==> src/rtl/msk_g4mul_hpc3_sched.sv <==
// ---------------------------------------------------------------------------
// msk_g4mul_hpc3_sched
//
// Round-robin scheduler that time-shares one masked HPC3 G(4) multiplier
// (latency 1) among N requesters. Each cycle it picks at most one request,
// routes that requester's a/b sharings and a fresh randomness word to the
// multiplier, and keeps a registered copy of the a sharing (a_prev). One
// cycle later the multiplier result is tagged with the requester index and
// written into a 2-entry output FIFO.
//
// Handshakes (all of them): a transfer happens in a cycle where both valid
// and ready are high at the rising edge. Valid may not be withdrawn and its
// data may not change until the transfer. Ready may depend on valid in the
// same cycle.
//   request k : in_valid[k] / in_ready[k]   (in_ready is one-hot or zero)
//   randomness: rnd_valid   / rnd_ready     (rnd_ready == request issue)
//   result    : out_valid   / out_ready
//
// Ports
//   clk, rst                    clock, synchronous active-high reset
//   in_valid, in_ready          per-requester request handshake (N bits)
//   in_a0, in_a1, in_b0, in_b1  operand sharings, requester k at [k*d +: d]
//   rnd_valid, rnd_ready, rnd   fresh randomness (RND_W bits)
//   mul_a0, mul_a1, mul_b0, mul_b1   operand sharings to the multiplier
//   mul_a0_prev, mul_a1_prev    mul_a0/mul_a1 delayed by one cycle
//   mul_rnd                     randomness to the multiplier
//   mul_out0, mul_out1          multiplier result, valid 1 cycle after issue
//   out_valid, out_ready        FIFO head handshake
//   out_id, out0, out1          FIFO head: requester tag and result sharing
//
// Shares are only ever muxed and registered index by index; no two shares
// of a value are combined anywhere in this block.
// ---------------------------------------------------------------------------
module msk_g4mul_hpc3_sched #(
    parameter  int d     = 2,
    parameter  int N     = 4,
    localparam int RND_W = 2 * d * (d - 1),
    localparam int IDW   = (N > 1) ? $clog2(N) : 1
) (
    input  logic             clk,
    input  logic             rst,

    input  logic [N-1:0]     in_valid,
    output logic [N-1:0]     in_ready,
    input  logic [N*d-1:0]   in_a0,
    input  logic [N*d-1:0]   in_a1,
    input  logic [N*d-1:0]   in_b0,
    input  logic [N*d-1:0]   in_b1,

    input  logic             rnd_valid,
    output logic             rnd_ready,
    input  logic [RND_W-1:0] rnd,

    output logic [d-1:0]     mul_a0,
    output logic [d-1:0]     mul_a1,
    output logic [d-1:0]     mul_b0,
    output logic [d-1:0]     mul_b1,
    output logic [d-1:0]     mul_a0_prev,
    output logic [d-1:0]     mul_a1_prev,
    output logic [RND_W-1:0] mul_rnd,
    input  logic [d-1:0]     mul_out0,
    input  logic [d-1:0]     mul_out1,

    output logic             out_valid,
    input  logic             out_ready,
    output logic [IDW-1:0]   out_id,
    output logic [d-1:0]     out0,
    output logic [d-1:0]     out1
);

    // Reduce an arbitrary non-negative index modulo N to a tag.
    function automatic logic [IDW-1:0] wrap_idx(input int v);
        return IDW'(v % N);
    endfunction

    // -----------------------------------------------------------------------
    // State
    // -----------------------------------------------------------------------
    logic [IDW-1:0] ptr_q;        // first requester searched this cycle
    logic           inflight_q;   // an issue happened last cycle
    logic [IDW-1:0] tag_q;        // requester of that issue

    logic [1:0]     occ_q;        // FIFO occupancy 0..2
    logic           wr_q;         // FIFO write slot
    logic           rd_q;         // FIFO read slot
    logic [IDW-1:0] id_mem [2];
    logic [d-1:0]   r0_mem [2];
    logic [d-1:0]   r1_mem [2];

    // -----------------------------------------------------------------------
    // Round-robin grant: first valid requester at ptr, ptr+1, ... mod N
    // -----------------------------------------------------------------------
    logic           any_valid;
    logic [IDW-1:0] grant_idx;

    always_comb begin
        any_valid = 1'b0;
        grant_idx = '0;
        for (int i = 0; i < N; i++) begin
            if (!any_valid && in_valid[wrap_idx(int'(ptr_q) + i)]) begin
                any_valid = 1'b1;
                grant_idx = wrap_idx(int'(ptr_q) + i);
            end
        end
    end

    // -----------------------------------------------------------------------
    // Issue decision
    // A new issue produces a push one cycle later, so it is allowed only if
    // the FIFO entries that will still be held after this cycle's pop, plus
    // the result already in flight, leave at least one slot free. This only
    // uses registered state and out_ready, never the result data.
    // -----------------------------------------------------------------------
    logic       pop;
    logic       push;
    logic [2:0] load;
    logic       issue_ok;
    logic       issue;

    assign out_valid = (occ_q != 2'd0);
    assign pop       = out_valid & out_ready;
    assign push      = inflight_q;
    assign load      = 3'(occ_q) + 3'(inflight_q) - 3'(pop);
    assign issue_ok  = rnd_valid & (load < 3'd2);
    assign issue     = !rst & issue_ok & any_valid;

    assign in_ready  = issue ? (N'(1) << grant_idx) : '0;
    assign rnd_ready = issue;

    // -----------------------------------------------------------------------
    // Multiplier operand bus: granted shares on an issue, all-zero otherwise
    // so that a stale operand never lingers on the multiplier inputs.
    // -----------------------------------------------------------------------
    always_comb begin
        mul_a0  = '0;
        mul_a1  = '0;
        mul_b0  = '0;
        mul_b1  = '0;
        mul_rnd = '0;
        if (issue) begin
            mul_a0  = in_a0[int'(grant_idx) * d +: d];
            mul_a1  = in_a1[int'(grant_idx) * d +: d];
            mul_b0  = in_b0[int'(grant_idx) * d +: d];
            mul_b1  = in_b1[int'(grant_idx) * d +: d];
            mul_rnd = rnd;
        end
    end

    // -----------------------------------------------------------------------
    // Scheduler registers and a_prev copy
    // a_prev is loaded every cycle, so it mirrors the previous cycle's bus
    // (zero after a non-issue cycle).
    // -----------------------------------------------------------------------
    always_ff @(posedge clk) begin
        if (rst) begin
            ptr_q       <= '0;
            inflight_q  <= 1'b0;
            tag_q       <= '0;
            mul_a0_prev <= '0;
            mul_a1_prev <= '0;
        end else begin
            mul_a0_prev <= mul_a0;
            mul_a1_prev <= mul_a1;
            inflight_q  <= issue;
            if (issue) begin
                tag_q <= grant_idx;
                ptr_q <= wrap_idx(int'(grant_idx) + 1);
            end
        end
    end

    // -----------------------------------------------------------------------
    // 2-entry result FIFO
    // A push always lands in the slot not being read (occupancy is at most
    // 1 when pushing), so the head stays stable while stalled.
    // Reset clears the storage so out_id/out0/out1 read zero afterwards; a
    // result in flight during reset is dropped because push is ignored.
    // -----------------------------------------------------------------------
    always_ff @(posedge clk) begin
        if (rst) begin
            occ_q <= 2'd0;
            wr_q  <= 1'b0;
            rd_q  <= 1'b0;
            for (int i = 0; i < 2; i++) begin
                id_mem[i] <= '0;
                r0_mem[i] <= '0;
                r1_mem[i] <= '0;
            end
        end else begin
            if (push) begin
                id_mem[wr_q] <= tag_q;
                r0_mem[wr_q] <= mul_out0;
                r1_mem[wr_q] <= mul_out1;
                wr_q         <= ~wr_q;
            end
            if (pop) begin
                rd_q <= ~rd_q;
            end
            case ({push, pop})
                2'b10:   occ_q <= occ_q + 2'd1;
                2'b01:   occ_q <= occ_q - 2'd1;
                default: occ_q <= occ_q;
            endcase
        end
    end

    assign out_id = id_mem[rd_q];
    assign out0   = r0_mem[rd_q];
    assign out1   = r1_mem[rd_q];

    // The issue rule guarantees a free slot for every push.
    push_when_full_a : assert property (@(posedge clk) disable iff (rst)
        !(push && occ_q == 2'd2));

endmodule
==> config.mk <==
export PLATFORM = sky130hd
export DESIGN_NAME = msk_g4mul_hpc3_sched
export DESIGN_NICKNAME = d
export VERILOG_FILES = /design/src/rtl/msk_g4mul_hpc3_sched.sv
export SDC_FILE = /design/constraint.sdc
export NUM_CORES = 1
export LEC_CHECK = 0
export ABC_AREA = 1
export CAP_MARGIN = 20
export CORE_MARGIN = 2
export CORE_UTILIZATION = 47
export CTS_BUF_LIST = sky130_fd_sc_hd__clkbuf_8
export DETAILED_ROUTE_END_ITERATION = 10
export GPL_TIMING_DRIVEN = 0
export HOLD_SLACK_MARGIN = 0.03
export PLACE_DENSITY = 0.95
export SYNTH_ARGS = -nofsm -noshare
export SYNTH_HDL_FRONTEND = slang
export SYNTH_SLANG_ARGS = --single-unit
==> constraint.sdc <==
create_clock -name clk -period 6 [get_ports clk]
set_input_delay 1.2 -clock clk [delete_from_list [all_inputs] [get_ports clk]]
set_output_delay 1.2 -clock clk [all_outputs]
set_load 0.005 [all_outputs]
==> out/metrics.csv <==
stage;metric;value;unit
sta;Fin. Hold Viols;0;
grt;grt total ovfl;0;
cts;H-tree depth;1;
finish;Layout area overhead;49.1;%
floorplan;core footprint;0.00366;mm^2
critical_path;reg2reg setup slack;3440;ps
power_and_ir_drop;P_int;457;uW
synthesis;synthesized flop and latch total;26;
finish;ant diodes;0;
power_and_ir_drop;Power, Total;720;uW
synthesis;Synth area leader;nand2_1;
cts;hold-fix buffers at CTS;0;
synthesis;Synth Area in Adders;0.0390;
grt;first-pass GRT wire length;7.89;mm
place;Post-DP Area;0.00261;mm^2
detailed_routing;Post-Route WL;4.55;mm
synthesis;largest family of logic cells by synthesized area;simple AND/OR/NAND/NOR gates;
cts;post-CTS resize count;0;
power_and_ir_drop;Comb pwr share;0.502;
finish;Final Util;0.732;
synthesis;Post-synth EDFFs;12;
sta;setup violators final;0;
synthesis;top cells by area, synth;nand2_1 (24%), edfxtp_1 (20%), dfxtp_1 (16%), inv_1 (6.9%), nor2_1 (5.2%);
sta;Final TNS setup;0;ps
cts;TritonCTS clock tree;done;
finish;multi-input combinational cell area;966;um^2
cts;Longest Clk Path Bufs;2;
critical_path;Worst path slowest cell;clkdlybuf4s50_1;
critical_path;crit-path leading delay family;buffers and inverters;
finish;register area;641;um^2
critical_path;critical path launch point;out_ready;
place;hpwl dp;3.57;mm
power_and_ir_drop;Leak;1.31;nW
detailed_routing;first-pass detailed-route iteration total;4;
hold_path;hold crit path type;flip-flop to flip-flop;
cts;Sink Count;26;
floorplan;die span in x;65.9;um
place;I/O Buffers;75;
detailed_routing;Routed WL per cell;11.5;um
detailed_routing;WL met1;1.81;mm
detailed_routing;DR WL met2;2.36;mm
critical_path;Worst Path Max Fanout;8;
cts;Num CTS Buffers;3;
power_and_ir_drop;Net Sw Frac;0.365;
cts;clk slew on worst S/H paths;80;ps
detailed_routing;top sig layer;met4;
synthesis;Synth Cell Area;0.00180;mm^2
sta;Final Max Slew Viols;0;
sta;Clock Skew;2.88;ps
sta;fmax;0.188;GHz
synthesis;Async SR Flop Fraction;0;
place;Inst Count DP;392;
critical_path;crit-path cells;clkdlybuf4s50_1 > nand2_1 > inv_1 > nand2_1 > o21ai_0 > inv_1 > fa_1 > nand3_1 > nor2_1 > nand2_2 > nor2_2 > nand2_1 > nand2_1 > clkdlybuf4s50_1;
sta;fin crit share;0.888;
detailed_routing;metal3 WL;370;um
cts;post-CTS setup repair buffer count;0;
critical_path;CP endpoint kind;primary output;
critical_path;Critical R2R Launch;occ_q[1];
power_and_ir_drop;PwrDens;269;mW/mm^2
detailed_routing;DRC Markers;0;
synthesis;Commonest cells post-synth;nand2_1 (117), inv_1 (33), nor2_1 (25);
synthesis;Seq/Total Area, Yosys;0.356;
power_and_ir_drop;VDD IR max;0.135;mV
power_and_ir_drop;Seq pwr share;0.300;
synthesis;Cell variety after synth;25;
finish;fin nets;402;
sta;Slew @ Worst Pin;406;ps
sta;Max transition margin;0.729;
sta;worst setup slack after layout;674;ps
detailed_routing;routed via count;1926;
grt;initial antenna violation count;0;
synthesis;area share of xor/xnor cells in the synthesized design;0.00487;
synthesis;Synthesis Warnings;0;
finish;fillers;294;
sta;worst hold slack;461;ps
synthesis;Post-Synthesis Cells;269;
critical_path;cells on worst reg2reg path;14;
synthesis;Yosys top cell area share;0.244;
detailed_routing;DR iter-0 viols;130;
critical_path;Worst Path Required;4800;ps
synthesis;Post-Synthesis Mean Instance Area;6.68;um^2
flow_run;Max Cap Viol;0;
grt;largest net degree at the start of global routing;16;
floorplan;Cell Rows;22;
detailed_routing;post-route ant nets;0;
synthesis;Main synth FF type;dfxtp_1;
hold_path;Hold Startpoint;rd_q;
critical_path;Buf/Inv on CP;4;
synthesis;Synth Net Count;322;
grt;gr usage total;0.234;
run_status;outcome;finished clean;
grt;vias in the first global route;1908;
floorplan;num ports;76;
place;Post-Place Setup Slack;731;ps
sta;RSZ-0062 raised after global routing;no;
critical_path;Most common cell on crit path;nand2_1;
finish;fraction of layout cells with a size suffix above 1;0.101;
critical_path;CP arrival;4130;ps
power_and_ir_drop;Clk pwr share;0.198;
critical_path;RR Endpoint;mul_a1_prev[0];
synthesis;multiplexer share of the synthesized area;0.0376;
detailed_routing;Avg Vias per Cell;4.86;
floorplan;die height;65.9;um
sta;Tmin final;5330;ps
place;GP Congestion;0.983;
floorplan;die area;0.00434;mm^2
synthesis;dominant cell by count in the synthesized netlist;nand2_1;
synthesis;Synth Area in Simple Gates;0.412;
critical_path;WS Path Type;input port to primary output;
critical_path;crit-path max cell delay;510;ps
hold_path;Hold Path Stages;1;
power_and_ir_drop;Sw Pwr;262;uW
finish;post-route cell area;0.00268;mm^2
synthesis;Compound-Gate Fraction of Synth Area;0.0438;
floorplan;Starting Density;0.491;
critical_path;CP startpoint kind;input port;
cts;CTS root buf;clkbuf_8;
cts;Worst-Skew Late Latency;270;ps
finish;Final Non-Filler Cells;396;
-- cell usage in the layout, fill, tap and decap left out, types with 2 or more instances in the layout --
master / count
mux2_2: 6
inv_1: 33
clkbuf_8: 3
clkbuf_1: 2
nand2_2: 10
buf_6: 3
nand3_4: 2
dfxtp_1: 14
nor2_1: 25
nand2_1: 117
clkdlybuf4s50_1: 75
nand3_1: 13
nor2_4: 2
edfxtp_1: 12
inv_2: 4
ha_1: 4
a21oi_1: 7
o21ai_0: 6
-- layout make-up --
type                       instances  share of cell area
inverter                          38              0.0542
clock inverter                     1              0.0112
multi-input combinational        199               0.360
buffer                             6              0.0173
sequential                        26               0.239
clock buffer                       3              0.0154
timing repair buffer              75               0.280
tap                               48              0.0224
-- sequential cells by signal, indices dropped and copies added (netlist names), named ones only --
register / flops
mul_a0_prev: 2
id_mem: 4
r1_mem: 4
mul_a1_prev: 2
rd_q: 1
ptr_q: 2
wr_q: 1
tag_q: 2
occ_q: 2
r0_mem: 4
inflight_q: 1
-- per-layer routing --
| layer | GRT usage | up-vias |
|---|---|---|
| met5 | 0 | - |
| met4 | 0.0573 | 0 |
| met3 | 0.0647 | 2 |
| met2 | 0.434 | 72 |
| met1 | 0.262 | 862 |
| li1 | - | 990 |
-- cells by family after synthesis --
family,Yosys count
XOR/XNOR,1
buffers and inverters,44
AND/OR/NAND/NOR,172
AO/OA/AOI/OAI,15
multiplexers,6
flip-flops,26
adder cells (fa/ha/maj),5
-- power groups by stage --
stage | registers (mW) | clock network, mW | logic (mW)
final | 0.216 | 0.142 | 0.361
after global routing | 0.218 | 0.153 | 0.405
after detailed placement | 0.220 | 0 | 0.358
after CTS | 0.216 | 0.145 | 0.362
after floorplan | 0.218 | 0 | 0.224
after global placement | 0.218 | 0 | 0.348
-- worst reg2reg max path, delay by kind of cell, from the launching register on --
kind	cells	cell delay [ps]
compound gates	1	150
fa+ha+maj	1	500
buf+inv	3	280
simple gates	9	1130
flops	1	440
-- how the worst max path moves through the flow --
stage | slack, ps | cells past startpoint | to
after floorplan | 2020 | 12 | mul_a0[0]
after global placement | 750 | 14 | mul_a0[0]
after detailed placement | 730 | 14 | mul_a1[0]
after CTS | 680 | 14 | mul_a1[0]
after global routing | 360 | 14 | mul_a1[0]
final | 670 | 14 | mul_a1[0]
No activity file was read; power rests on OpenSTA's default activity.
